## src/rtl/hazard_ctrl.sv

```systemverilog
// hazard_ctrl
//   Hazard and forwarding controller between decode and the execute/writeback
//   datapath. A DEPTH-entry scoreboard tracks in-flight destination registers
//   (entry 0 youngest, entry DEPTH-1 retires next). For each decode operand the
//   youngest matching entry selects the forwarding source. Loads younger than
//   LOAD_LAT stages produce a load-use stall (a bubble enters the scoreboard).
//   A redirect from execute squashes KILL_SLOTS decode slots, counting the
//   redirect cycle itself.
//
// Ports
//   clk          core clock
//   rst_n        asynchronous active-low reset
//   dec_valid    dec_inst holds a valid instruction
//   dec_inst     instruction in decode
//   ex_redirect  taken branch / JALR resolved in execute this cycle
//   stall_ext    external freeze; scoreboard and kill FSM hold
//   issue_valid  decode instruction advances this cycle
//   stall        hold PC and decode register
//   flush        decode slot squashed this cycle
//   fwd_a/fwd_b  operand source: 0 = regfile, k = scoreboard entry k-1
//   stall_cnt    (HAZARD_CTRL_PERF_EN) saturating count of internal stall cycles
//   flush_cnt    (HAZARD_CTRL_PERF_EN) saturating count of flush cycles
//
// Build option: define HAZARD_CTRL_PERF_EN to add the performance counters.
module hazard_ctrl #(
  parameter int DEPTH      = 2,
  parameter int LOAD_LAT   = 1,
  parameter int KILL_SLOTS = 1,
  parameter int FW         = $clog2(DEPTH + 1)
) (
  input  logic          clk,
  input  logic          rst_n,
  input  logic          dec_valid,
  input  logic [31:0]   dec_inst,
  input  logic          ex_redirect,
  input  logic          stall_ext,
  output logic          issue_valid,
  output logic          stall,
  output logic          flush,
  output logic [FW-1:0] fwd_a,
  output logic [FW-1:0] fwd_b
`ifdef HAZARD_CTRL_PERF_EN
  ,
  output logic [31:0]   stall_cnt,
  output logic [31:0]   flush_cnt
`endif
);

  localparam int CNT_W = 4;

  typedef enum logic {RUN, KILL} state_t;

  // ---------------------------------------------------------------------------
  // Decode
  // ---------------------------------------------------------------------------
  logic [6:0] opcode;
  logic [4:0] rd, rs1, rs2;
  logic [2:0] funct3;
  logic       rd_wr, rs1_use, rs2_use, is_load;
  logic       unused_bits;

  assign opcode      = dec_inst[6:0];
  assign rd          = dec_inst[11:7];
  assign funct3      = dec_inst[14:12];
  assign rs1         = dec_inst[19:15];
  assign rs2         = dec_inst[24:20];
  assign unused_bits = ^dec_inst[31:25];
  assign is_load     = (opcode == 7'h03);

  always_comb begin
    rd_wr   = 1'b0;
    rs1_use = 1'b0;
    rs2_use = 1'b0;
    case (opcode)
      7'h33: begin rd_wr = 1'b1; rs1_use = 1'b1; rs2_use = 1'b1; end
      7'h13,
      7'h03,
      7'h67: begin rd_wr = 1'b1; rs1_use = 1'b1; end
      7'h37,
      7'h17,
      7'h6F: rd_wr = 1'b1;
      7'h23,
      7'h63: begin rs1_use = 1'b1; rs2_use = 1'b1; end
      // SYSTEM: CSR ops write rd; the immediate forms (funct3[2]=1) read no rs1
      7'h73: begin rd_wr = (funct3 != 3'd0); rs1_use = ~funct3[2]; end
      default: ;
    endcase
    // x0 is never tracked, so a zero rd is not a writer
    if (rd == 5'd0) rd_wr = 1'b0;
  end

  // ---------------------------------------------------------------------------
  // Scoreboard state
  // ---------------------------------------------------------------------------
  logic [DEPTH-1:0] sb_v_q, sb_v_d;
  logic [DEPTH-1:0] sb_ld_q, sb_ld_d;
  logic [4:0]       sb_rd_q [DEPTH];
  logic [4:0]       sb_rd_d [DEPTH];

  state_t           state_q, state_d;
  logic [CNT_W-1:0] cnt_q, cnt_d;

  // Youngest-match lookup; returns {load-use hit, forward select}.
  // Scanning oldest to youngest lets the youngest match overwrite older ones.
  function automatic logic [FW:0] lookup(input logic [4:0]       rs,
                                         input logic             used,
                                         input logic [DEPTH-1:0] v,
                                         input logic [DEPTH-1:0] ld,
                                         input logic [4:0]       rdv [DEPTH]);
    logic [FW-1:0] sel;
    logic          lu;
    sel = '0;
    lu  = 1'b0;
    if (used && (rs != 5'd0)) begin
      for (int i = DEPTH - 1; i >= 0; i--) begin
        if (v[i] && (rdv[i] == rs)) begin
          sel = FW'(i + 1);
          lu  = ld[i] && (i < LOAD_LAT);
        end
      end
    end
    return {lu, sel};
  endfunction

  logic [FW:0] look_a, look_b;
  logic        load_use;

  assign look_a   = lookup(rs1, rs1_use, sb_v_q, sb_ld_q, sb_rd_q);
  assign look_b   = lookup(rs2, rs2_use, sb_v_q, sb_ld_q, sb_rd_q);
  assign load_use = look_a[FW] | look_b[FW];

  // ---------------------------------------------------------------------------
  // Outputs (combinational, reset-qualified)
  // ---------------------------------------------------------------------------
  assign flush       = rst_n && !stall_ext && (ex_redirect || (state_q == KILL));
  assign stall       = stall_ext || (rst_n && !flush && load_use);
  assign issue_valid = rst_n && dec_valid && !stall && !flush;
  assign fwd_a       = rst_n ? look_a[FW-1:0] : '0;
  assign fwd_b       = rst_n ? look_b[FW-1:0] : '0;

  // ---------------------------------------------------------------------------
  // Scoreboard next state: shift on advance; a non-issuing slot (stall bubble,
  // flush, invalid decode) enters as an invalid entry
  // ---------------------------------------------------------------------------
  always_comb begin
    sb_v_d  = sb_v_q;
    sb_ld_d = sb_ld_q;
    sb_rd_d = sb_rd_q;
    if (!stall_ext) begin
      for (int i = DEPTH - 1; i > 0; i--) begin
        sb_v_d[i]  = sb_v_q[i-1];
        sb_ld_d[i] = sb_ld_q[i-1];
        sb_rd_d[i] = sb_rd_q[i-1];
      end
      sb_v_d[0]  = issue_valid && rd_wr;
      sb_ld_d[0] = is_load;
      sb_rd_d[0] = rd;
    end
  end

  always_ff @(posedge clk or negedge rst_n) begin
    if (!rst_n) begin
      sb_v_q  <= '0;
      sb_ld_q <= '0;
      for (int i = 0; i < DEPTH; i++) sb_rd_q[i] <= '0;
    end else begin
      sb_v_q  <= sb_v_d;
      sb_ld_q <= sb_ld_d;
      sb_rd_q <= sb_rd_d;
    end
  end

  // ---------------------------------------------------------------------------
  // Kill FSM: cnt holds the number of squash slots still owed after this one.
  // The redirect cycle is the first squashed slot, so KILL covers the rest.
  // ---------------------------------------------------------------------------
  always_comb begin
    state_d = state_q;
    cnt_d   = cnt_q;
    if (!stall_ext) begin
      if (ex_redirect) begin
        state_d = (KILL_SLOTS > 1) ? KILL : RUN;
        cnt_d   = CNT_W'(KILL_SLOTS - 1);
      end else if (state_q == KILL) begin
        cnt_d = cnt_q - 1'b1;
        if (cnt_q <= CNT_W'(1)) state_d = RUN;
      end
    end
  end

  always_ff @(posedge clk or negedge rst_n) begin
    if (!rst_n) begin
      state_q <= RUN;
      cnt_q   <= '0;
    end else begin
      state_q <= state_d;
      cnt_q   <= cnt_d;
    end
  end

`ifdef HAZARD_CTRL_PERF_EN
  // ---------------------------------------------------------------------------
  // Saturating performance counters
  // ---------------------------------------------------------------------------
  logic [31:0] stall_cnt_q, stall_cnt_d;
  logic [31:0] flush_cnt_q, flush_cnt_d;

  always_comb begin
    stall_cnt_d = stall_cnt_q;
    flush_cnt_d = flush_cnt_q;
    if (stall && !stall_ext && (stall_cnt_q != 32'hFFFF_FFFF))
      stall_cnt_d = stall_cnt_q + 32'd1;
    if (flush && (flush_cnt_q != 32'hFFFF_FFFF))
      flush_cnt_d = flush_cnt_q + 32'd1;
  end

  always_ff @(posedge clk or negedge rst_n) begin
    if (!rst_n) begin
      stall_cnt_q <= '0;
      flush_cnt_q <= '0;
    end else begin
      stall_cnt_q <= stall_cnt_d;
      flush_cnt_q <= flush_cnt_d;
    end
  end

  assign stall_cnt = stall_cnt_q;
  assign flush_cnt = flush_cnt_q;
`else
  // Counters absent in this build; no additional state.
`endif

endmodule

```

## config.mk

```make
export PLATFORM = sky130hd
export DESIGN_NAME = hazard_ctrl
export DESIGN_NICKNAME = d
export VERILOG_FILES = /design/src/rtl/hazard_ctrl.sv
export SDC_FILE = /design/constraint.sdc
export NUM_CORES = 1
export LEC_CHECK = 0
export ABC_AREA = 0
export CAP_MARGIN = 10
export CORE_AREA = 2 2 54 56
export CTS_CLUSTER_SIZE = 28
export DETAILED_ROUTE_END_ITERATION = 8
export DIE_AREA = 0 0 56 58
export GPL_TIMING_DRIVEN = 0
export PLACE_DENSITY_LB_ADDON = 0.2
export REMOVE_ABC_BUFFERS = 1
export SYNTH_ARGS = -nofsm -noshare
export SYNTH_HDL_FRONTEND = slang
export SYNTH_SLANG_ARGS = --single-unit
```

## constraint.sdc

```tcl
create_clock -name clk -period 3.05 [get_ports clk]
set_input_delay 0.61 -clock clk [delete_from_list [all_inputs] [get_ports clk]]
set_output_delay 0.61 -clock clk [all_outputs]
set_load 0.02 [all_outputs]
```

==> flow_metrics.tcl <==
set metrics [dict create \
    path_cells "clkdlybuf4s50_1 -> or4_4 -> o221ai_4 -> o2bb2ai_2 -> a41o_1 -> clkdlybuf4s15_2" \
    timing.final.crit_share_pct 98.6 \
    vias_per_cell 5.64 \
    syn_inst 117 \
    critPathMaxFanout 3 \
    grt_pass1_wl_um 4820 \
    vias 1043 \
    startpoint "dec_inst[19]" \
    maxCapViolations 0 \
    h-tree-depth 1 \
    io_pins 44 \
    cts_tree "done" \
    crit_slowest_cell "clkdlybuf4s50_1" \
    remaining_drc_errors 0 \
    path_buf_inv 2 \
    setup_tns_ps 0 \
    hold_viol 0 \
    cpLargestDelayFamily "buffers and inverters" \
    core-area_um2 2660 \
    drt_iter0_drc 10 \
    initial_utilization_pct 46.4 \
    final_nets 194 \
    worst_slack_ps 41.2 \
    num_rows 19 \
    power_density_nw_per_um2 396 \
    finalSetupViolCount 0 \
    synthTopCellsByArea "dfrtp_1 36%, mux2_2 10%, xor2_1 8.5%" \
    clk_latency_ps 290 \
    r2r_end "sb_v_q[0]" \
    die_x_um 56 \
    timing.fmax_mhz 332 \
    syn_area_um2 1240 \
    relSlewSlack_pct 61.8 \
    cts_hold_buffers 0 \
    drt-wirelength-per-cell_um 14.9 \
    async_flop_share_pct 100 \
    synth_common_cells "18 x dfrtp_1, 12 x xor2_1, 11 x mux2_2" \
    arrival_ps 2400 \
    track_usage_pct 18.6 \
    status "finished clean" \
    gp_congestion 0.741 \
    syn_to_final_growth_pct 32.7 \
    p_leak_nw 0.695 \
    avgSynthCellArea_um2 10.6 \
    crit_required_ps 2440 \
    portBuffers 36 \
    slowest_delay_ps 480 \
    wl_um 2760 \
    path_clk_slew_ps 110 \
    yosys.area.top_type "dfrtp_1" \
    maxSlewViolCount 0 \
    final_layout_size_suffix_gt1_share_pct 20.8 \
    synth-seq-cells 18 \
    cts.sinks 18 \
    crit_type "in2out" \
    yosysUniqueCellTypes 41 \
    critPathLaunchType "input port" \
    vdd_drop_max_uv 372 \
    antenna_found_initial 0 \
    rrSetupSlack_ps 1570 \
    worst_pin_slew_ps 572 \
    grt_max_degree 25 \
    drt_first_pass_iters 4 \
    period_needed_ps 3010 \
    grt_pass1_vias 1131 \
    ys.flop_type "dfrtp_1" \
    antenna_cells 0 \
    cts-root-buf "clkbuf_4" \
    yosysSeqAreaShare_pct 36.4 \
    ant_nets 0 \
    ys_warn_count 0 \
    dieArea_um2 3250 \
    dp_hpwl_um 2270 \
    min_path_type "in2async" \
    cts_buffer_depth 2 \
    overflow 0 \
    finClkSkew_ps 2.43 \
    synth-edff-count 0 \
    worstSetupEndpointType "output port" \
    timing.rr.start "sb_rd_q[9]" \
    rsz0062_at_grt "yes" \
    cts_made_buffers 3 \
    post-place-ws_ps -646 \
    yosys.area.top_type_share_pct 36.4 \
    rr_worst_depth 5 \
    die_h_um 58 \
    postCtsSetupBuffers 0 \
    yosysMostFrequentCell "dfrtp_1" \
]
-- kinds of logic after synthesis --
logic type	after synthesis	synth area share [%]
adders and majority gates	2	2.02
buffers and inverters	6	3.85
DFF	18	36.4
xor gates and xnor gates	20	14.2
AOI/OAI and AO/OA	21	13.6
and+or+nand+nor	38	19.1
muxes	12	10.8
-- power breakdown --
part / switching [mW] / internal [mW]
logic: 0.0845 / 0.104
registers: 0.0410 / 0.274
clock network: 0.0749 / 0.0726
total: 0.200 / 0.450
-- per-layer routing --
layer / up-vias / GRT usage [%] / part of all wire [%]
met1: 505 / 20.3 / 40
met3: 6 / 2.90 / 3.3
met5: - / 0 / 0
li1: 511 / - / -
met4: 0 / 6.12 / 1.8
met2: 21 / 36.6 / 55
-- sequential cells by signal (all words and copies together), names as in the netlist --
| register | flops |
|---|---|
| sb_ld_q | 1 |
| sb_rd_q | 10 |
| sb_v_q | 2 |
| state_q | 1 |
| cnt_q | 4 |
-- per-stage QoR --
step	instances	total power, mW	utilization (%)	hold slack [ps]	instance area (µm²)
finish	185	0.650	61.6	388	1640
global route	185	0.699	61.6	410	1640
CTS	185	0.659	61.7	396	1640
detailed placement	181	0.510	60.1	476	1600
global placement	181	0.497	60.1	473	1600
floorplan	114	0.419	-	314	1200
-- worst reg2reg max path, stage by stage, from the launching register on --
cell and delay [ps]:
dfrtp_1 440, xor2_1 190, nor4_2 290, nand3_1 160, o2bb2ai_2 180, o21ai_0 100
-- worst max path at each step --
stage	end	slack, ps	cells past startpoint
2_1_floorplan	issue_valid	600	4
3_3_place_gp	issue_valid	-580	5
3_5_place_dp	issue_valid	-650	5
4_1_cts	stall	10	7
5_1_grt	stall	-60	7
6_report	stall	40	6
-- cell usage in the layout (no fill, tap or decap), drive strengths merged, types with 2 or more instances in the layout --
cell	instances
dfrtp	18
nand2b	2
o21ai	3
nand3	3
nand4	2
or4	3
nand2	3
dlygate4sd2	10
clkdlybuf4s50	22
nor4	4
nor2	6
mux2	11
and3	3
a22oi	2
clkdlybuf4s15	2
inv	3
ha	2
a21oi	5
o21bai	2
clkbuf	6
nor3	4
and3b	2
xor2	12
xnor2	8
-- area by class of cell --
type | instances | area (µm²)
Sequential cell | 18 | 450
Tap cell | 31 | 38.8
Inverter | 3 | 11.3
Fill cell | 247 | 1020
Multi-Input combinational cell | 93 | 763
Clock buffer | 4 | 36.3
Timing Repair Buffer | 36 | 340
-- repair_timing --
item                                    CTS  global route
pin swaps                                 1             0
resized for setup                        21             5
endpoints found under the setup margin    7             3
Power figures use the tool's default switching activity.
